File: src/rtl/mult_div_unit_pkg.sv
// Shared op-code and FSM state encodings for the iterative multiply/divide unit.
// The ID-stage decoder imports the same op-code constants.
package mult_div_unit_pkg;

    localparam int MDU_WIDTH = 32;

    localparam logic [2:0] OP_NOP   = 3'b000;
    localparam logic [2:0] OP_MULT  = 3'b001;
    localparam logic [2:0] OP_MULTU = 3'b010;
    localparam logic [2:0] OP_DIV   = 3'b011;
    localparam logic [2:0] OP_DIVU  = 3'b100;
    localparam logic [2:0] OP_MTHI  = 3'b101;
    localparam logic [2:0] OP_MTLO  = 3'b110;

    typedef enum logic [1:0] {
        S_IDLE = 2'b00,
        S_MUL  = 2'b01,
        S_DIV  = 2'b10,
        S_FIX  = 2'b11
    } state_t;

endpackage

File: src/rtl/mdu_iter_core.sv
// Unsigned iterative datapath: radix-2 shift-add multiply (mode=0) or restoring
// shift-subtract divide (mode=1). acc ends as HI/remainder, q as LO/quotient.
module mdu_iter_core #(
    parameter int WIDTH = 32
) (
    input  logic             clk,
    input  logic             rst,
    input  logic             load,
    input  logic             mode,
    input  logic             step,
    input  logic [WIDTH-1:0] a,
    input  logic [WIDTH-1:0] b,
    output logic [WIDTH-1:0] acc,
    output logic [WIDTH-1:0] q
);

    logic [WIDTH-1:0] m;
    logic [WIDTH:0]   sum;
    logic [WIDTH:0]   shifted;
    logic [WIDTH:0]   diff;

    // diff[WIDTH] is the borrow: set means the trial subtraction must be undone
    always_comb begin
        sum     = {1'b0, acc} + (q[0] ? {1'b0, m} : '0);
        shifted = {acc, q[WIDTH-1]};
        diff    = shifted - {1'b0, m};
    end

    always_ff @(posedge clk) begin
        if (rst) begin
            acc <= '0;
            q   <= '0;
            m   <= '0;
        end else if (load) begin
            acc <= '0;
            q   <= a;
            m   <= b;
        end else if (step) begin
            if (!mode) begin
                {acc, q} <= {sum, q[WIDTH-1:1]};
            end else if (!diff[WIDTH]) begin
                acc <= diff[WIDTH-1:0];
                q   <= {q[WIDTH-2:0], 1'b1};
            end else begin
                acc <= shifted[WIDTH-1:0];
                q   <= {q[WIDTH-2:0], 1'b0};
            end
        end
    end

endmodule

File: src/rtl/mult_div_unit.sv
// EX-stage multiply/divide unit: FSM, iteration counter, sign handling and HI/LO.
//   state  | meaning
//   S_IDLE | waiting; accepts MUL/DIV/MTHI/MTLO
//   S_MUL  | WIDTH shift-add iterations in flight
//   S_DIV  | WIDTH shift-subtract iterations in flight
//   S_FIX  | sign correction, HI/LO written on leaving
module mult_div_unit
    import mult_div_unit_pkg::*;
#(
    parameter int WIDTH = MDU_WIDTH,
    parameter int CNT_W = 6
) (
    input  logic             clk,
    input  logic             rst,
    input  logic             start,
    input  logic [2:0]       op,
    input  logic [WIDTH-1:0] in1,
    input  logic [WIDTH-1:0] in2,
    input  logic             cancel,
    output logic             busy,
    output logic             done,
    output logic [WIDTH-1:0] hi,
    output logic [WIDTH-1:0] lo
);

    state_t state, state_nxt;
    logic [CNT_W-1:0] cnt;

    logic accept_md, accept_div, wr_hi, wr_lo, core_step, fix_write;
    logic is_signed, neg_a, neg_b;
    logic [WIDTH-1:0] a_mag, b_mag;
    logic res_neg, rem_neg, div0, op_div;

    logic [WIDTH-1:0]   acc, q;
    logic [2*WIDTH-1:0] prod_raw, prod_fix;
    logic [WIDTH-1:0]   hi_fix, lo_fix;

    assign busy = (state != S_IDLE);

    always_ff @(posedge clk) begin
        if (rst) state <= S_IDLE;
        else     state <= state_nxt;
    end

    always_comb begin
        state_nxt  = state;
        accept_md  = 1'b0;
        accept_div = 1'b0;
        wr_hi      = 1'b0;
        wr_lo      = 1'b0;
        core_step  = 1'b0;
        fix_write  = 1'b0;
        case (state)
            S_IDLE: begin
                if (start) begin
                    case (op)
                        OP_MULT, OP_MULTU: begin
                            accept_md = 1'b1;
                            state_nxt = S_MUL;
                        end
                        OP_DIV, OP_DIVU: begin
                            accept_md  = 1'b1;
                            accept_div = 1'b1;
                            state_nxt  = S_DIV;
                        end
                        OP_MTHI: wr_hi = 1'b1;
                        OP_MTLO: wr_lo = 1'b1;
                        default: ;
                    endcase
                end
            end
            S_MUL, S_DIV: begin
                core_step = 1'b1;
                if (cnt == CNT_W'(1)) state_nxt = S_FIX;
            end
            S_FIX: begin
                fix_write = 1'b1;
                state_nxt = S_IDLE;
            end
            default: state_nxt = S_IDLE;
        endcase
        // a flush discards whatever this edge would otherwise have done
        if (cancel) begin
            state_nxt  = S_IDLE;
            accept_md  = 1'b0;
            accept_div = 1'b0;
            wr_hi      = 1'b0;
            wr_lo      = 1'b0;
            core_step  = 1'b0;
            fix_write  = 1'b0;
        end
    end

    always_comb begin
        is_signed = (op == OP_MULT) || (op == OP_DIV);
        neg_a     = is_signed & in1[WIDTH-1];
        neg_b     = is_signed & in2[WIDTH-1];
        a_mag     = neg_a ? -in1 : in1;
        b_mag     = neg_b ? -in2 : in2;
    end

    always_ff @(posedge clk) begin
        if (rst) begin
            cnt     <= '0;
            res_neg <= 1'b0;
            rem_neg <= 1'b0;
            div0    <= 1'b0;
            op_div  <= 1'b0;
        end else if (cancel) begin
            cnt <= '0;
        end else if (accept_md) begin
            cnt     <= CNT_W'(WIDTH);
            res_neg <= neg_a ^ neg_b;
            rem_neg <= neg_a;
            div0    <= accept_div && (in2 == '0);
            op_div  <= accept_div;
        end else if (core_step) begin
            cnt <= cnt - CNT_W'(1);
        end
    end

    mdu_iter_core #(.WIDTH(WIDTH)) u_core (
        .clk  (clk),
        .rst  (rst),
        .load (accept_md),
        .mode (state == S_DIV),
        .step (core_step),
        .a    (a_mag),
        .b    (b_mag),
        .acc  (acc),
        .q    (q)
    );

    // divide-by-zero: remainder path restores in1 from |in1|, quotient is forced
    always_comb begin
        prod_raw = {acc, q};
        prod_fix = res_neg ? -prod_raw : prod_raw;
        if (op_div) begin
            lo_fix = div0 ? '1 : (res_neg ? -q : q);
            hi_fix = rem_neg ? -acc : acc;
        end else begin
            lo_fix = prod_fix[WIDTH-1:0];
            hi_fix = prod_fix[2*WIDTH-1:WIDTH];
        end
    end

    always_ff @(posedge clk) begin
        if (rst) begin
            hi   <= '0;
            lo   <= '0;
            done <= 1'b0;
        end else begin
            done <= fix_write;
            if (wr_hi) hi <= in1;
            if (wr_lo) lo <= in1;
            if (fix_write) begin
                hi <= hi_fix;
                lo <= lo_fix;
            end
        end
    end

endmodule

File: config.mk
export PLATFORM = sky130hd
export DESIGN_NAME = mult_div_unit
export DESIGN_NICKNAME = d
export VERILOG_FILES = /design/src/rtl/mult_div_unit_pkg.sv /design/src/rtl/mdu_iter_core.sv /design/src/rtl/mult_div_unit.sv
export SDC_FILE = /design/constraint.sdc
export NUM_CORES = 1
export LEC_CHECK = 0
export ABC_AREA = 1
export CAP_MARGIN = 20
export CORE_ASPECT_RATIO = 1.1
export CORE_MARGIN = 2
export CORE_UTILIZATION = 58
export DETAILED_ROUTE_END_ITERATION = 12
export PLACE_DENSITY_LB_ADDON = 0.2
export SYNTH_ARGS = -nofsm -noshare
export SYNTH_HDL_FRONTEND = slang
export SYNTH_SLANG_ARGS = --single-unit
File: constraint.sdc
create_clock -name clk -period 3.65 [get_ports clk]
set_clock_uncertainty 0.15 [all_clocks]
set_input_delay 0.73 -clock clk [delete_from_list [all_inputs] [get_ports clk]]
set_output_delay 0.73 -clock clk [all_outputs]
set_load 0.02 [all_outputs]
== After elaboration in Yosys (flattened, before gate mapping) ==
Index checks and enable logic that the tools add are counted.

* Register bits: 173
* Input bits: 71
* Output and inout port bits: 66

* $add $sub $neg: 8
* Eq/ne operators: 13
* Multiplexer cells: 45
* Bitwise operators: 4
* Reduce and logical (&&, ||, !) cells: 17

{| class="wikitable"
|+ Operators with widths
! operator !! count
|-
| 32-bit 2-to-1 mux || 17
|-
| 32-bit negation || 4
|-
| 64-bit 2-to-1 mux || 1
|-
| 64-bit negation || 1
|-
| 32-bit by 33-bit adder with 33-bit output || 1
|-
| 33-bit by 32-bit subtractor with 33-bit output || 1
|-
| 32-bit logical NOT || 1
|-
| 1-bit 2-to-1 mux || 21
|-
| 6-bit 2-to-1 mux || 2
|-
| 2-bit OR reduction || 5
|-
| 3-bit == test, second input constant || 3
|-
| 2-bit nonzero test || 4
|-
| 3-bit by 2-bit == test with 1-bit output, second input constant || 2
|-
| 6-bit by 1-bit == test with 1-bit output, second input constant || 1
|-
| 2-bit case mux with 3 select lines || 1
|-
| 6-bit by 1-bit subtractor with 6-bit output, second input constant || 1
|-
| 2-bit == test, second input constant || 2
|-
| 2-bit 2-to-1 mux || 2
|-
| 2-bit != test, second input constant || 2
|-
| 2-bit case mux with 2 select lines || 1
|-
| 4-bit OR reduction || 1
|-
| 3-bit by 1-bit == test with 1-bit output, second input constant || 1
|-
| 3-bit by 1-bit != test with 1-bit output, second input constant || 1
|-
| 3-bit AND reduction || 1
|-
| 9 further kinds || 10
|}

== Depth between registers and ports, before layout ==
Gate-level depths: netlist of run 1.

* Depth after elaboration: 7
* Gate-level depth with buffers: 19
* Gate-level depth less buffers: 18

== By module ==
Synthesis of run 1 repeated with hierarchy kept, for this count alone.

* Cell total of the unflattened synthesis: 3,135
* Area, all modules: 17,733.3 µm²

{| class="wikitable"
|+ By module, submodules not included
! module !! instances !! cells each !! area an instance (µm²) !! seq. area each (µm²)
|-
| mdu_iter_core || 1 || 1,777 || 9,922.0 || 1,921.8
|-
| mult_div_unit || 1 || 1,358 || 7,811.2 || 1,541.5
|}

== Worst setup path before layout of run 1 ==
Ideal clock, no wire load.

* Path kind: register -> register
* From: reg u_core.q[0]
* To: reg u_core.acc[27]
* Arrival time: 2.237 ns
* Required time: 3.378 ns
* Slack: 1.141 ns
* Cell stages (with the launch flop): 18
* Buffers on the path: 2
* Period minus slack after synthesis: 2.509 ns
* Cell sequence: dfxtp_1 > buf_6 > clkbuf_1 > nand2_1 > inv_1 > ha_1 > fa_1 > nand2_1 > a21oi_1 > nand2_1 > nand2_1 > nand2_1 > nand2_1 > nand2_1 > a21oi_1 > nor2_1 > nor2_1 > a21oi_2

* Cells in the longest elaborated chain, start to end: 3

{| class="wikitable"
|+ Ends and longest elaborated chain
! item !! RTL line !! source
|-
| start, declared || mdu_iter_core.sv:14 || <nowiki>output logic [WIDTH-1:0] q</nowiki>
|-
| start signal, assigned || mdu_iter_core.sv:40 || <nowiki>{acc, q} <= {sum, q[WIDTH-1:1]};</nowiki>
|-
| start signal, assigned || mdu_iter_core.sv:43 || <nowiki>q <= {q[WIDTH-2:0], 1'b1};</nowiki>
|-
| start signal, assigned || mdu_iter_core.sv:46 || <nowiki>q <= {q[WIDTH-2:0], 1'b0};</nowiki>
|-
| 32-bit 2-to-1 mux || mdu_iter_core.sv:24 || <nowiki>sum = {1'b0, acc} + (q[0] ? {1'b0, m} : '0);</nowiki>
|-
| 32-bit by 33-bit adder with 33-bit output || mdu_iter_core.sv:24 ||
|-
| 32-bit 2-to-1 mux || mdu_iter_core.sv:39 || <nowiki>if (!mode) begin</nowiki>
|-
| end signal, assigned || mdu_iter_core.sv:40 ||
|-
| end signal, assigned || mdu_iter_core.sv:42 || <nowiki>acc <= diff[WIDTH-1:0];</nowiki>
|-
| end signal, assigned || mdu_iter_core.sv:45 || <nowiki>acc <= shifted[WIDTH-1:0];</nowiki>
|-
| end, declared || mdu_iter_core.sv:13 || <nowiki>output logic [WIDTH-1:0] acc,</nowiki>
|}

Every way passes these cells.
A chain may end at the register's enable or synchronous reset.

== Worst setup path after layout of run 1 ==
* From: reg u_core.q[31]
* To: reg u_core.acc[4]

* Cells in the longest elaborated chain, start to end: 3

{| class="wikitable"
|+ Ends and longest elaborated chain
! item !! RTL line !! source
|-
| 33-bit by 32-bit subtractor with 33-bit output || mdu_iter_core.sv:26 || <nowiki>diff = shifted - {1'b0, m};</nowiki>
|-
| 32-bit 2-to-1 mux || mdu_iter_core.sv:41 || <nowiki>end else if (!diff[WIDTH]) begin</nowiki>
|-
| 32-bit 2-to-1 mux || mdu_iter_core.sv:39 ||
|}

Every way passes these cells.

==> results of run 1 <==
-- tightest hold or removal path, cell delays in order (launching register included) --
cell and delay (ns):
dfxtp_1 0.32, nand2_1 0.06, a21oi_1 0.06
-- per-stage QoR --
| stage | hold slack [ns] | worst slack (ns) |
|---|---|---|
| 6_report | 0.332 | 0.517 |
| 2_1_floorplan | 0.273 | 1.14 |
| 3_5_place_dp | 0.321 | 0.445 |
| 5_1_grt | 0.356 | 0.375 |
| 4_1_cts | 0.332 | 0.589 |
| 3_3_place_gp | 0.311 | 0.474 |
-- report_power, final --
group | switching (uW) | internal [uW] | leakage [uW]
logic | 2520 | 1100 | 0.00867
registers | 136 | 1980 | 0.00140
clock network | 950 | 908 | 0.000278
-- state kept, by name (all words and copies together) (netlist names) --
name,cells
div0,1
done,1
hi,32
u_core.acc,32
cnt,6
lo,32
state,2
rem_neg,1
u_core.q,32
op_div,1
res_neg,1
u_core.m,32
-- routing by layer --
layer	wire length, microns	vias to the layer above
met5	0	-
met4	6880	0
met3	7680	353
met2	31800	1415
met1	25700	9603
li1	-	10400
-- path summary, 6_finish.rpt --
| kind | from | end | slack, ns | cells after the start |
|---|---|---|---|---|
| max reg2reg | u_core.q[31] | u_core.acc[4] | 0.52 | 18 |
| min reg2reg | cnt[1] | cnt[1] | 0.33 | 2 |
| max | u_core.q[31] | u_core.acc[4] | 0.52 | 18 |
| min | cnt[1] | cnt[1] | 0.33 | 2 |
-- kinds of logic after synthesis --
| family | share of synthesized area, % |
|---|---|
| AND/OR/NAND/NOR | 38.6 |
| XOR/XNOR | 2.80 |
| adder cells (fa/ha/maj) | 5.52 |
| buffers and inverters | 14.2 |
| AO/OA/AOI/OAI | 19.0 |
| flip-flops | 19.8 |
-- cells in the mapped netlist (4+ instances only) --
| cell type | number | area, sq um |
|---|---|---|
| buf_2 | 11 | 55.1 |
| o21bai_1 | 7 | 52.6 |
| o21ai_0 | 269 | 1350 |
| o21ai_1 | 20 | 100 |
| a31oi_1 | 19 | 119 |
| clkbuf_1 | 77 | 289 |
| dfxtp_1 | 173 | 3460 |
| nand3_2 | 5 | 50.1 |
| xor2_1 | 46 | 403 |
| nand3b_1 | 10 | 75.1 |
| o221ai_1 | 10 | 87.6 |
| inv_2 | 11 | 41.3 |
| o22ai_1 | 12 | 75.1 |
| nand3_1 | 242 | 1210 |
| nand2_1 | 974 | 3660 |
| o211ai_1 | 9 | 67.6 |
| a221oi_1 | 8 | 70.1 |
| o31ai_1 | 14 | 105 |
| inv_1 | 522 | 1960 |
| nand2_2 | 12 | 75.1 |
| a21oi_1 | 221 | 1110 |
| nor2_1 | 266 | 998 |
| nor3_1 | 38 | 190 |
| nor4_1 | 5 | 31.3 |
| ha_1 | 74 | 926 |
| a21o_1 | 5 | 37.5 |
| nand4_1 | 35 | 219 |
| buf_6 | 6 | 67.6 |
| or2_2 | 7 | 43.8 |
| a21oi_2 | 5 | 43.8 |
| nor2_2 | 8 | 50.1 |
| nand2_4 | 4 | 45.0 |
| xnor2_1 | 10 | 87.6 |
| buf_1 | 10 | 37.5 |
-- final cells by class --
cell class	instances	area share, %
diodes	1	0.0125
clock buffers	17	2.13
clock inverters	15	0.709
inverters	536	10.1
multi-input cells	2363	57.9
flip-flops and latches	173	17.4
well taps	374	2.34
repair buffers	200	9.43
==> impl_metrics.tcl, run 1 <==
set metrics [dict create \
    run_status "finished clean" \
    timing_worst_slew_pin_value_ns 0.769 \
    synthesis.nets 3325 \
    maximum_number_of_pins_on_one_net_before_global_route_repair 72 \
    synthesis.area_per_instance_sq_um 5.51 \
    timing.critical_path.buf_inv 3 \
    pwr_per_cell_area_nw_per_um2 381 \
    cts.root.buffer_cell "clkbuf_16" \
    numClockSinks 173 \
    instances_no_fill 3679 \
    die_ar_sq_um 31600 \
    postRouteWirelength_microns 72100 \
    htree_levels 4 \
    post-route-drc-count 0 \
    multi_input_area_sq_um 11600 \
    cts_resized 0 \
    areaGrowthSynthToFinish_pct 14.1 \
    die-height_microns 186 \
    core_region_area_sq_um 29600 \
    ys_warn_count 0 \
    cts.repair_timing.setup_buffer_count 0 \
    clk-insertion-delay-late_ns 0.46 \
    global_route.usage.met1_pct 51.2 \
    placement_rows 66 \
    dpl-instance-area_sq_um 19400 \
    yosysSeqAreaShare_pct 19.8 \
    ant_nets 0 \
    gr-usage-met3_pct 9.61 \
    final_max_slew_viol_count 0 \
    routabilityCongestion 1.09 \
    min_period_over_period_pct 85.8 \
    clock_path_buffers 2 \
    critical_path.max_stage_delay_ns 0.43 \
    peakVddDrop_mv 0.376 \
    io_buffers 136 \
    post_drt_via_cell_ratio 5.92 \
    globalRouteOverflowTotal 0 \
    cap_violations 0 \
    drt_iter0_markers 2732 \
    aggregate_negative_setup_slack_ns 0 \
    worst_ep_required_time_ns 3.84 \
    dp_hpwl_microns 56800 \
    grt_antenna_before_repair 1 \
    synth_area_sq_um 17500 \
    critical_path_arrival_ns 3.32 \
    routed_wire_length_per_instance_microns 19.6 \
    synth_seq_cells 173 \
    rsz0062_at_grt "false" \
    layout_commonest_cell "nand2_1" \
    placed_cells_incl_taps 3646 \
    layout_min_cycle_time_ns 3.13 \
    hold_viol_final 0 \
    final_area_sq_um 20000 \
    finish_stage_setup_viols 0 \
    synthesis.instances 3178 \
    yosys.cell_types.count 54 \
    final_nets 3438 \
    top_achievable_clock_speed_ghz 0.319 \
    synth-async-reset-ratio_pct 0 \
    firstDrtPassIters 8 \
    layout_common_cells "nand2_1 (972), inv_1 (522), o21ai_0 (269)" \
    p_leak_uw 0.0103 \
    finalPower_uw 7600 \
    initial_utilization_pct 59.0 \
    synth_enable_flop_cells 0 \
    hold_path.class "register to register" \
    first_global_vias 20400 \
    crit_top_cell "nand2_2" \
    path_max_fanout 20 \
    critical_path.endpoint_type "register" \
    worstPathCellList "inv_1 > ha_1 > fa_1 > inv_1 > nand3_2 > nand2_2 > nand2_2 > nand2_2 > nand2_2 > nand2_2 > nand2_4 > nand2_4 > nand2_1 > nand2_2 > buf_4 > nand2_1 > nand3_1 > a21oi_1" \
    vias 21800 \
    fp.dieW_microns 170 \
    globalRoute.busiestLayer "met2" \
    critical-path-slowest-cell "dfxtp_1" \
    num_io_pins 137 \
    seqCellArea_sq_um 3460 \
    grt_first_pass_wirelength_microns 110000 \
    synthFlopType "dfxtp_1" \
    cts_buffers 17 \
    gr-usage-all-layers_pct 45.1 \
    start_kind "register" \
    n_fill_cell 2810 \
    timing_worst_setup_path_type "register to register" \
    cts.clk_slew.worst_paths_ns 0.07 \
    cts.hold.buffers_added 0 \
    grt_use_met2_pct 73.3 \
    maxSlewHeadroom_pct 48.8 \
    cp_top_family "simple AND/OR/NAND/NOR gates" \
    drive_above_1_share_pct 4.93 \
    final_util_pct 67.3 \
    cts_tree "yes" \
]
(Power assumes the default switching activity.)
==> run 2: changes to the inputs <==
--- a/config.mk
+++ b/config.mk
@@ -7,9 +7,11 @@
 export LEC_CHECK = 0
 export ABC_AREA = 1
 export CAP_MARGIN = 20
+export CELL_PAD_IN_SITES_DETAIL_PLACEMENT = 1
+export CELL_PAD_IN_SITES_GLOBAL_PLACEMENT = 2
 export CORE_ASPECT_RATIO = 1.1
 export CORE_MARGIN = 2
-export CORE_UTILIZATION = 58
+export CORE_UTILIZATION = 33
 export DETAILED_ROUTE_END_ITERATION = 12
 export PLACE_DENSITY_LB_ADDON = 0.2
 export SYNTH_ARGS = -nofsm -noshare
==> impl_metrics.tcl, run 2 (synthesized netlist as in run 1, its figures left out) <==
set metrics [dict create \
    timing.critical_path.buf_inv 2 \
    clock_path_buffers 2 \
    globalRouteOverflowTotal 0 \
    num_io_pins 137 \
    layout_commonest_cell "nand2_1" \
    top_achievable_clock_speed_ghz 0.320 \
    pwr_per_cell_area_nw_per_um2 382 \
    timing_worst_setup_path_type "register to register" \
    path_max_fanout 26 \
    maximum_number_of_pins_on_one_net_before_global_route_repair 63 \
    p_leak_uw 0.0104 \
    firstDrtPassIters 5 \
    rsz0062_at_grt "false" \
    critical-path-slowest-cell "dfxtp_1" \
    dp_hpwl_microns 71800 \
    placement_rows 88 \
    start_kind "register" \
    n_fill_cell 7286 \
    multi_input_area_sq_um 11600 \
    die_ar_sq_um 54900 \
    grt_antenna_before_repair 0 \
    routed_wire_length_per_instance_microns 21.8 \
    io_buffers 136 \
    crit_top_cell "nand2_2" \
    areaGrowthSynthToFinish_pct 16.5 \
    fp.dieW_microns 224 \
    worst_ep_required_time_ns 3.89 \
    post_drt_via_cell_ratio 5.32 \
    die-height_microns 245 \
    cts.hold.buffers_added 0 \
    vias 21200 \
    ant_nets 0 \
    cts.root.buffer_cell "clkbuf_16" \
    critical_path.endpoint_type "register" \
    final_nets 3441 \
    cap_violations 0 \
    maxSlewHeadroom_pct 29.4 \
    hold_path.class "register to register" \
    htree_levels 4 \
    cts.clk_slew.worst_paths_ns 0.08 \
    gr-usage-all-layers_pct 31.4 \
    worstPathCellList "inv_1 > ha_1 > fa_1 > inv_1 > nand3_2 > nand2_2 > nand2_2 > nand2_2 > nand2_2 > nand2_2 > nand2_4 > nand2_4 > nand2_1 > nand2_2 > nand2_1 > nand3_1 > a21oi_1" \
    postRouteWirelength_microns 86700 \
    cts_tree "yes" \
    min_period_over_period_pct 85.6 \
    run_status "finished clean" \
    antenna_cells 0 \
    final_max_slew_viol_count 0 \
    routabilityCongestion 0.956 \
    numClockSinks 173 \
    grt_first_pass_wirelength_microns 130000 \
    timing_worst_slew_pin_value_ns 1.06 \
    drive_above_1_share_pct 4.99 \
    layout_common_cells "nand2_1 (972), inv_1 (522), o21ai_0 (269)" \
    critical_path_arrival_ns 3.36 \
    initial_utilization_pct 33.4 \
    final_util_pct 38.9 \
    drt_iter0_markers 1139 \
    cts.repair_timing.setup_buffer_count 0 \
    clk-insertion-delay-late_ns 0.51 \
    cts_buffers 17 \
    critical_path.max_stage_delay_ns 0.41 \
    hold_viol_final 0 \
    first_global_vias 21600 \
    post-route-drc-count 0 \
    finish_stage_setup_viols 0 \
    cp_top_family "simple AND/OR/NAND/NOR gates" \
    core_region_area_sq_um 52400 \
    aggregate_negative_setup_slack_ns 0 \
    cts_resized 0 \
    layout_min_cycle_time_ns 3.12 \
    seqCellArea_sq_um 3460 \
    peakVddDrop_mv 0.292 \
]
run 2: final cells by class:
class	count	area share, %
multi-input cells	2363	56.7
flip-flops and latches	173	17.0
inverters	536	9.87
repair buffers	203	9.34
well taps	675	4.14
clock buffers	19	2.17
clock inverters	13	0.755
run 2: power breakdown:
group          leakage, uW  internal (uW)  switching [uW]  total [uW]
Combinational      0.00868           1080            2560        3640
Sequential         0.00140           1980             156        2140
Clock             0.000284           1040             959        2000
run 2: layer usage:
layer / GRT usage [%] / wire [microns]
met5: 0 / 0
met1: 36.3 / 35900
met4: 16.6 / 4750
met2: 56.6 / 43000
met3: 3.87 / 3080
run 2: path summary, 6_finish.rpt:
| kind | slack [ns] | startpoint | end | cells after the start |
|---|---|---|---|---|
| worst max-delay path | 0.53 | u_core.q[31] | u_core.acc[8] | 17 |
| worst min-delay path | 0.34 | lo[7] | lo[7] | 2 |
| worst max register to register | 0.53 | u_core.q[31] | u_core.acc[8] | 17 |
| worst min register to register | 0.34 | lo[7] | lo[7] | 2 |
run 2: stage by stage:
stage                     area (sq um)  power (uW)  hold WS [ns]  std cells  setup WS [ns]
after floorplan                  17500        4560         0.273       3178           1.14
after global placement           19800        5730         0.313       3949         0.0540
after detailed placement         19800        5800         0.331       3950         0.0387
after CTS                        20400        7820         0.342       3982          0.543
after global routing             20400        8320         0.373       3982          0.250
final                            20400        7780         0.341       3982          0.526
run 2: worst min-delay path: stages, from the launching register on:
cell     delay, ns
dfxtp_1       0.31
nand2_1       0.06
a31oi_1       0.07
==> run 3: changes to the inputs <==
--- a/config.mk
+++ b/config.mk
@@ -11,8 +11,9 @@
 export CELL_PAD_IN_SITES_GLOBAL_PLACEMENT = 2
 export CORE_ASPECT_RATIO = 1.1
 export CORE_MARGIN = 2
-export CORE_UTILIZATION = 33
+export CORE_UTILIZATION = 30
 export DETAILED_ROUTE_END_ITERATION = 12
+export DONT_BUFFER_PORTS = 1
 export PLACE_DENSITY_LB_ADDON = 0.2
 export SYNTH_ARGS = -nofsm -noshare
 export SYNTH_HDL_FRONTEND = slang
==> impl_metrics.tcl, run 3 (synthesized netlist as in run 1, its figures left out) <==
set metrics [dict create \
    run_status "finished clean" \
    io_buffers 0 \
    finish_stage_setup_viols 0 \
    peakVddDrop_mv 0.430 \
    post_drt_via_cell_ratio 5.28 \
    clk-insertion-delay-late_ns 0.53 \
    grt_first_pass_wirelength_microns 133000 \
    start_kind "register" \
    layout_commonest_cell "nand2_1" \
    htree_levels 4 \
    aggregate_negative_setup_slack_ns 0 \
    gr-usage-all-layers_pct 29.9 \
    maximum_number_of_pins_on_one_net_before_global_route_repair 61 \
    layout_common_cells "nand2_1 (972), inv_1 (522), o21ai_0 (269)" \
    dp_hpwl_microns 74800 \
    worst_ep_required_time_ns 3.89 \
    dpl-instance-area_sq_um 18500 \
    critical_path_arrival_ns 3.45 \
    final_max_slew_viol_count 0 \
    cap_violations 0 \
    rrSetupSlack_ns 0.44 \
    first_global_vias 20800 \
    final_area_sq_um 19100 \
    vias 20700 \
    initial_utilization_pct 30.5 \
    ant_nets 0 \
    postRouteWirelength_microns 90600 \
    timing_worst_setup_path_type "register to register" \
    n_fill_cell 7845 \
    cts.repair_timing.setup_buffer_count 0 \
    drive_above_1_share_pct 5.03 \
    cts_buffers 17 \
    final_nets 3298 \
    num_io_pins 137 \
    cts_resized 0 \
    seqCellArea_sq_um 3460 \
    layout_min_cycle_time_ns 3.21 \
    hold_path.class "input port to register" \
    final_util_pct 33.2 \
    cts.root.buffer_cell "clkbuf_16" \
    cts_tree "yes" \
    maxSlewHeadroom_pct 33.9 \
    finalPower_uw 7680 \
    clock_path_buffers 2 \
    timing_worst_slew_pin_value_ns 0.990 \
    p_leak_uw 0.00983 \
    grt_antenna_before_repair 3 \
    post-route-drc-count 0 \
    routed_wire_length_per_instance_microns 23.1 \
    routabilityCongestion 0.938 \
    areaGrowthSynthToFinish_pct 8.93 \
    drt_iter0_markers 1299 \
    placement_rows 92 \
    die_ar_sq_um 60300 \
    fp.dieW_microns 234 \
    core_region_area_sq_um 57400 \
    hold_viol_final 0 \
    cts.hold.buffers_added 0 \
    min_period_over_period_pct 88.0 \
    globalRouteOverflowTotal 0 \
    numClockSinks 173 \
    rsz0062_at_grt "false" \
    cts.clk_slew.worst_paths_ns 0.08 \
    multi_input_area_sq_um 11600 \
    firstDrtPassIters 5 \
    path_max_fanout 32 \
    top_achievable_clock_speed_ghz 0.311 \
    critical_path.endpoint_type "register" \
    pwr_per_cell_area_nw_per_um2 403 \
    die-height_microns 257 \
]
## run 3: where the power goes
| part | internal [uW] | switching [uW] | leakage [uW] |
|---|---|---|---|
| sequential | 1980 | 176 | 0.00140 |
| combinational | 998 | 2510 | 0.00813 |
| clock | 997 | 1010 | 0.000295 |
## run 3: final timing paths
check / from / endpoint / cells after the start
worst max-delay path: u_core.acc[0] / u_core.q[0] / 14
worst min-delay path: rst / div0 / 1
worst max register to register: u_core.acc[0] / u_core.q[0] / 14
worst min register to register: cnt[1] / cnt[1] / 2
## run 3: worst max-delay path: stages, from the launching register on
cell	delay, ns
dfxtp_1	0.55
inv_1	0.27
fa_1	0.51
inv_1	0.10
nand3_2	0.07
nand2_2	0.13
nand2_2	0.06
nand2_2	0.12
nand2_2	0.06
nand2_2	0.11
nand2_4	0.08
nand3_4	0.12
nand2_4	0.26
o21ai_0	0.39
a21oi_1	0.10
## run 3: cell type report
| class | instances | area share, % |
|---|---|---|
| multi-input combinational | 2363 | 60.7 |
| clock buffer | 18 | 2.30 |
| tap | 752 | 4.94 |
| sequential | 173 | 18.2 |
| antenna | 1 | 0.0131 |
| inverter | 536 | 10.6 |
| clock inverter | 14 | 0.867 |
| timing repair buffer | 60 | 2.43 |
## run 3: layer usage
metal / GRT usage (%) / wire length, microns / share of wire (%) / up-vias
li1: - / - / - / 10100
met1: 35.3 / 37300 / 41 / 9953
met2: 52.2 / 44500 / 49 / 481
met3: 4.32 / 3830 / 4.2 / 149
met4: 15.0 / 4910 / 5.4 / 2
met5: 0 / 17 / 0.019 / -
## run 3: through the flow
stage               std cells  hold slack, ns  setup slack, ns
global route             3916           0.150            0.283
global placement         3884           0.316            0.505
detailed placement       3884           0.335            0.494
CTS                      3916           0.116            0.471
finish                   3917           0.182            0.438
floorplan                3178           0.273             1.14
